--- src/rtl/sync_r2w_status.sv ---
// Write-domain receiver for the async FIFO read pointer: Gray synchroniser,
// Gray-to-binary conversion and write-side status (fill level, full, almost_full, Gray-step error).
module sync_r2w_status #(
  parameter int ADDR_W       = 5,
  parameter int SYNC_STAGES  = 2,
  parameter int AFULL_THRESH = 28
) (
  input  logic              wr_clk,
  input  logic              wr_rst_n,
  input  logic [ADDR_W:0]   rd_ptr,
  input  logic [ADDR_W:0]   wr_ptr_next,
  input  logic              clr_err,
  output logic [ADDR_W:0]   wq2_rd_ptr,
  output logic [ADDR_W:0]   wq_rd_bin,
  output logic              rd_moved,
  output logic [ADDR_W:0]   fill_level,
  output logic              full,
  output logic              almost_full,
  output logic              gray_err
);

  localparam int PW = ADDR_W + 1;
  localparam logic [ADDR_W:0] FULL_LVL  = PW'(2 ** ADDR_W);
  localparam logic [ADDR_W:0] AFULL_LVL = PW'(AFULL_THRESH);

  generate
    if (SYNC_STAGES < 2 || SYNC_STAGES > 4) begin : g_bad_stages
      $error("sync_r2w_status: SYNC_STAGES must be in 2..4");
    end
    if (AFULL_THRESH < 1 || AFULL_THRESH > 2 ** ADDR_W) begin : g_bad_thresh
      $error("sync_r2w_status: AFULL_THRESH must be in 1..2**ADDR_W");
    end
  endgenerate

  logic [SYNC_STAGES-1:0][ADDR_W:0] sync_reg;
  logic [ADDR_W:0] prev_reg;
  logic [ADDR_W:0] rd_bin_next;
  logic [ADDR_W:0] step_diff;
  logic            multi_step;
  logic [ADDR_W:0] lvl;

  always_ff @(posedge wr_clk or negedge wr_rst_n) begin
    if (!wr_rst_n) begin
      sync_reg <= '0;
    end else begin
      sync_reg[0] <= rd_ptr;
      for (int i = 1; i < SYNC_STAGES; i++) begin
        sync_reg[i] <= sync_reg[i-1];
      end
    end
  end

  assign wq2_rd_ptr = sync_reg[SYNC_STAGES-1];

  // Binary bit i is the XOR of all Gray bits at or above i.
  genvar gi;
  generate
    for (gi = 0; gi < PW; gi++) begin : g_gray2bin
      assign rd_bin_next[gi] = ^(wq2_rd_ptr >> gi);
    end
  endgenerate

  // A legal Gray step flips at most one bit: diff & (diff-1) clears the lowest set bit.
  assign step_diff  = wq2_rd_ptr ^ prev_reg;
  assign multi_step = |(step_diff & (step_diff - PW'(1)));

  // Uses the previous cycle's binary pointer: status lags, so full can only release late.
  assign lvl = wr_ptr_next - wq_rd_bin;

  always_ff @(posedge wr_clk or negedge wr_rst_n) begin
    if (!wr_rst_n) begin
      prev_reg    <= '0;
      rd_moved    <= 1'b0;
      wq_rd_bin   <= '0;
      fill_level  <= '0;
      full        <= 1'b0;
      almost_full <= 1'b0;
      gray_err    <= 1'b0;
    end else begin
      prev_reg    <= wq2_rd_ptr;
      rd_moved    <= (wq2_rd_ptr != prev_reg);
      wq_rd_bin   <= rd_bin_next;
      fill_level  <= lvl;
      full        <= (lvl == FULL_LVL);
      almost_full <= (lvl >= AFULL_LVL);
      if (multi_step) begin
        gray_err <= 1'b1;
      end else if (clr_err) begin
        gray_err <= 1'b0;
      end
    end
  end

endmodule

--- config.mk ---
export PLATFORM = sky130hd
export DESIGN_NAME = sync_r2w_status
export DESIGN_NICKNAME = d
export VERILOG_FILES = /design/src/rtl/sync_r2w_status.sv
export SDC_FILE = /design/constraint.sdc
export NUM_CORES = 1
export LEC_CHECK = 0
export BUFFER_PORTS_ARGS = -buffer_cell sky130_fd_sc_hd__buf_2
export CORE_AREA = 2 2 55 57
export CTS_CLUSTER_SIZE = 12
export DETAILED_ROUTE_END_ITERATION = 10
export DIE_AREA = 0 0 57 59
export PLACE_DENSITY = 0.77
export SYNTH_ARGS = -nofsm -noshare
export SYNTH_HDL_FRONTEND = slang
export SYNTH_SLANG_ARGS = --single-unit
--- constraint.sdc ---
create_clock -name wr_clk -period 4.5 [get_ports wr_clk]
set_input_delay 0.225 -clock wr_clk [delete_from_list [all_inputs] [get_ports wr_clk]]
set_output_delay 0.225 -clock wr_clk [all_outputs]
set_load 0.01 [all_outputs]
==> summary.txt <==
GRT
  • First-pass GRT wire length: approximately 3.4 mm
  • Met1 usage: 0.137
  • Most used routing layer in global routing: met2
  • Pin count of the biggest net entering global routing: 34
  • Met2 layer usage reported by global route: 0.256
  • Sum of overflow across all layers after global routing: 0
  • Global Route met3 Usage: 0.0480
  • Via count of the first global-routing pass: 853
  • Antenna violations before repair: 0
  • Overall track demand over capacity in global routing: 0.140

Layout
  • Ant. Diodes: 0
  • Commonest non-fill, non-tap cell in the layout: sky130_fd_sc_hd__buf_2
  • Area used by sequential logic in the layout: 826 sq um
  • Final standard cell area without fillers: 1600 sq um
  • Filler cell count: 236
  • Post-layout util: 0.591
  • Layout net count: 160
  • Commonest cells after routing, fill and taps aside: sky130_fd_sc_hd__buf_2, sky130_fd_sc_hd__dfrtp_1, sky130_fd_sc_hd__inv_1
  • Area growth from synthesis to final layout: 22.3%
  • Total area of multi-input combinational cells: 394 sq um
  • Fraction of layout cells with a size suffix above 1: 0.331

Power and ir drop
  • Peak VDD IR: roughly 0.33 mV
  • Power per cell area: 437 nW/um^2
  • Leakage: 0.000798 uW

Synthesis
  • Cell area after synthesis: 1310 sq um
  • Net count of the mapped netlist: 117
  • Synth warn: 0
  • Gate count of the mapped netlist: 96
  • Number of synthesized register bits: 33
  • Share of synthesized area occupied by flip-flops and latches: 0.630
  • Distinct cells, synth: 28
  • Average size of a mapped cell: around 14 sq um

Worst setup path
  • CP dominant cell by count: sky130_fd_sc_hd__inv_1
  • Crit-path cells: ha_1 > inv_1 > fa_1 > xnor2_1 > inv_1 > or3_1 > nor4b_1
  • Type of the worst setup path: reg -> reg
  • Worst EP required: 4.71 ns
  • Critical Path Start Type: flop
  • Slowest stage cell on the critical path: sky130_fd_sc_hd__fa_1
  • Data arrival time of the critical path: 2.16 ns
  • Critical Path End Type: flop
  • Delay contributed by the slowest stage of the critical path: 0.39 ns
  • Biggest fanout along the worst timing path: 3
  • Count of cells along the worst register-to-register path: 7

Floorplanning
  • Initial core utilization: 0.483
  • Die height: about 60 microns
  • Die Wd: 57 microns
  • Total Die Area: 3360 sq um
  • Placeable Area: roughly 2700 sq um
  • Floorplan row count: 19
  • Number of primary I/O pins: 37

CTS
  • Cts hold-fix bufs: 2
  • Inserted Clock Buffers: 5
  • CTS clk-pin slew, worst paths: around 0.09 ns
  • Maximum level of the CTS H-tree: 2
  • Worst-Skew Late Latency: 0.32 ns
  • TritonCTS clock tree: done
  • Number of clock sinks: 33
  • Number of gates given a new drive strength after cts: 0
  • CTS Root Buffer Type: sky130_fd_sc_hd__clkbuf_4
  • Buffers inserted during post-CTS setup optimization: 0
  • Buffer depth of the longest clock path: 2

STA
  • Final worst clock skew: 0.00588 ns
  • Worst-Margin Slew: 0.687 ns
  • Period utilisation layout: 0.433
  • Fin crit period: 1.95 ns
  • Number of endpoints with negative hold slack in the final report: 0
  • Unrepaired setup endpoints after global routing: false
  • Slew headroom: 0.542
  • Post-route setup TNS: 0 ns
  • Final setup violation count: 0
  • Min Hold Slack: approximately 0.24 ns
  • Number of max-slew violations in the final report: 0
  • FMAX: 513 MHz

Detailed routing
  • Average wire per cell in the routed design: 11.9 microns
  • Average via count per standard cell: 4.91
  • Wirelength, routed: roughly 2.0 mm
  • Final routed DRC violation total: 0
  • Via count: 835
  • Final antenna-violating net count: 0
  • Iteration-0 DRC Markers: 10
  • Number of optimization iterations in the first detailed-route pass: 4

Place
  • Global placement routability congestion: 0.724
  • Placed Area: 1480 sq um
  • Final HPWL DP: 1.53 mm
  • Number of buffer cells added on primary ports: 36

Run
  • Number of maximum-capacitance constraint violations: 0

Worst hold path
  • Class of the tightest hold or removal check: in -> reg
  • Hold depth: 4

Run status
  • Run status: complete, no violations
-- per-stage QoR --
stage / worst slack (ns) / power [uW] / instances
2_1_floorplan: 2.70 / 478 / 96
3_3_place_gp: 2.68 / 536 / 156
3_5_place_dp: 2.53 / 546 / 156
4_1_cts: 2.52 / 709 / 165
5_1_grt: 2.38 / 748 / 170
6_report: 2.55 / 700 / 170
-- power by group --
group	internal, uW	total [uW]	leakage [uW]	switching (uW)
combinational	85.1	185	0.000386	99.5
clock	73.7	159	0.0000314	85.0
sequential	340	357	0.000381	16.7
total	499	700	0.000798	201
-- critical path, delay by kind of cell, from the launching register on --
family / cells / cell delay [ns]
AND/OR/NAND/NOR: 2 / 0.58
buffers and inverters: 2 / 0.14
XOR/XNOR: 1 / 0.20
adder cells (fa/ha/maj): 2 / 0.56
flip-flops: 1 / 0.36
-- layout make-up --
type / count / area share
Clock buffer: 7 / 0.0344
Inverter: 10 / 0.0234
Multi-Input combinational cell: 46 / 0.246
Sequential cell: 33 / 0.516
Tap cell: 31 / 0.0242
Timing Repair Buffer: 43 / 0.156
-- per-layer routing --
| metal | vias up | share of wire |
|---|---|---|
| met4 | 0 | 0.019 |
| met1 | 401 | 0.38 |
| met3 | 6 | 0.071 |
| met5 | - | 0 |
| met2 | 35 | 0.53 |
| li1 | 393 | - |
-- worst paths after layout --
path,startpoint,end,slack [ns]
worst max-delay path,wq_rd_bin[0]$_DFF_PN0_,full$_DFF_PN0_,2.55
worst min-delay path,clr_err,gray_err$_DFFE_PN0P_,0.24
worst max register to register,wq_rd_bin[0]$_DFF_PN0_,full$_DFF_PN0_,2.55
worst min register to register,sync_reg[0]$_DFF_PN0_,wq2_rd_ptr[0]$_DFF_PN0_,0.35
max in group asynchronous,wr_rst_n,sync_reg[0]$_DFF_PN0_,3.58
min in group asynchronous,wr_rst_n,fill_level[2]$_DFF_PN0_,0.48
-- cells in the mapped netlist --
master | count | area [sq um]
sky130_fd_sc_hd__nand3_1 | 1 | 5.00
sky130_fd_sc_hd__o32ai_1 | 1 | 8.76
sky130_fd_sc_hd__nor4b_1 | 1 | 8.76
sky130_fd_sc_hd__inv_1 | 10 | 37.5
sky130_fd_sc_hd__a21o_1 | 1 | 7.51
sky130_fd_sc_hd__ha_1 | 5 | 62.6
sky130_fd_sc_hd__nor2b_1 | 1 | 6.26
sky130_fd_sc_hd__xor2_2 | 2 | 32.5
sky130_fd_sc_hd__buf_4 | 7 | 52.6
sky130_fd_sc_hd__fa_1 | 1 | 20.0
sky130_fd_sc_hd__dfrtp_1 | 33 | 826
sky130_fd_sc_hd__a311o_1 | 1 | 10.0
sky130_fd_sc_hd__a21oi_1 | 1 | 5.00
sky130_fd_sc_hd__a222oi_1 | 1 | 10.0
sky130_fd_sc_hd__o31a_1 | 1 | 8.76
sky130_fd_sc_hd__o22ai_1 | 1 | 6.26
sky130_fd_sc_hd__o21a_1 | 2 | 15.0
sky130_fd_sc_hd__xor2_1 | 8 | 70.1
sky130_fd_sc_hd__xnor2_2 | 1 | 16.3
sky130_fd_sc_hd__nor3_1 | 1 | 5.00
sky130_fd_sc_hd__nand2_1 | 3 | 11.3
sky130_fd_sc_hd__nor2_1 | 4 | 15.0
sky130_fd_sc_hd__a31o_2 | 1 | 8.76
sky130_fd_sc_hd__or4_1 | 1 | 7.51
sky130_fd_sc_hd__nand2b_1 | 1 | 6.26
sky130_fd_sc_hd__or3_1 | 2 | 12.5
sky130_fd_sc_hd__xnor2_1 | 3 | 26.3
sky130_fd_sc_hd__a211o_1 | 1 | 8.76
-- kinds of logic after synthesis --
kind of cell	share of synthesized area
buffers and inverters	0.0688
AOI/OAI and AO/OA	0.0678
xor gates and xnor gates	0.111
DFF	0.630
adders and majority gates	0.0630
and+or+nand+nor	0.0592
(Power assumes the default switching activity.)
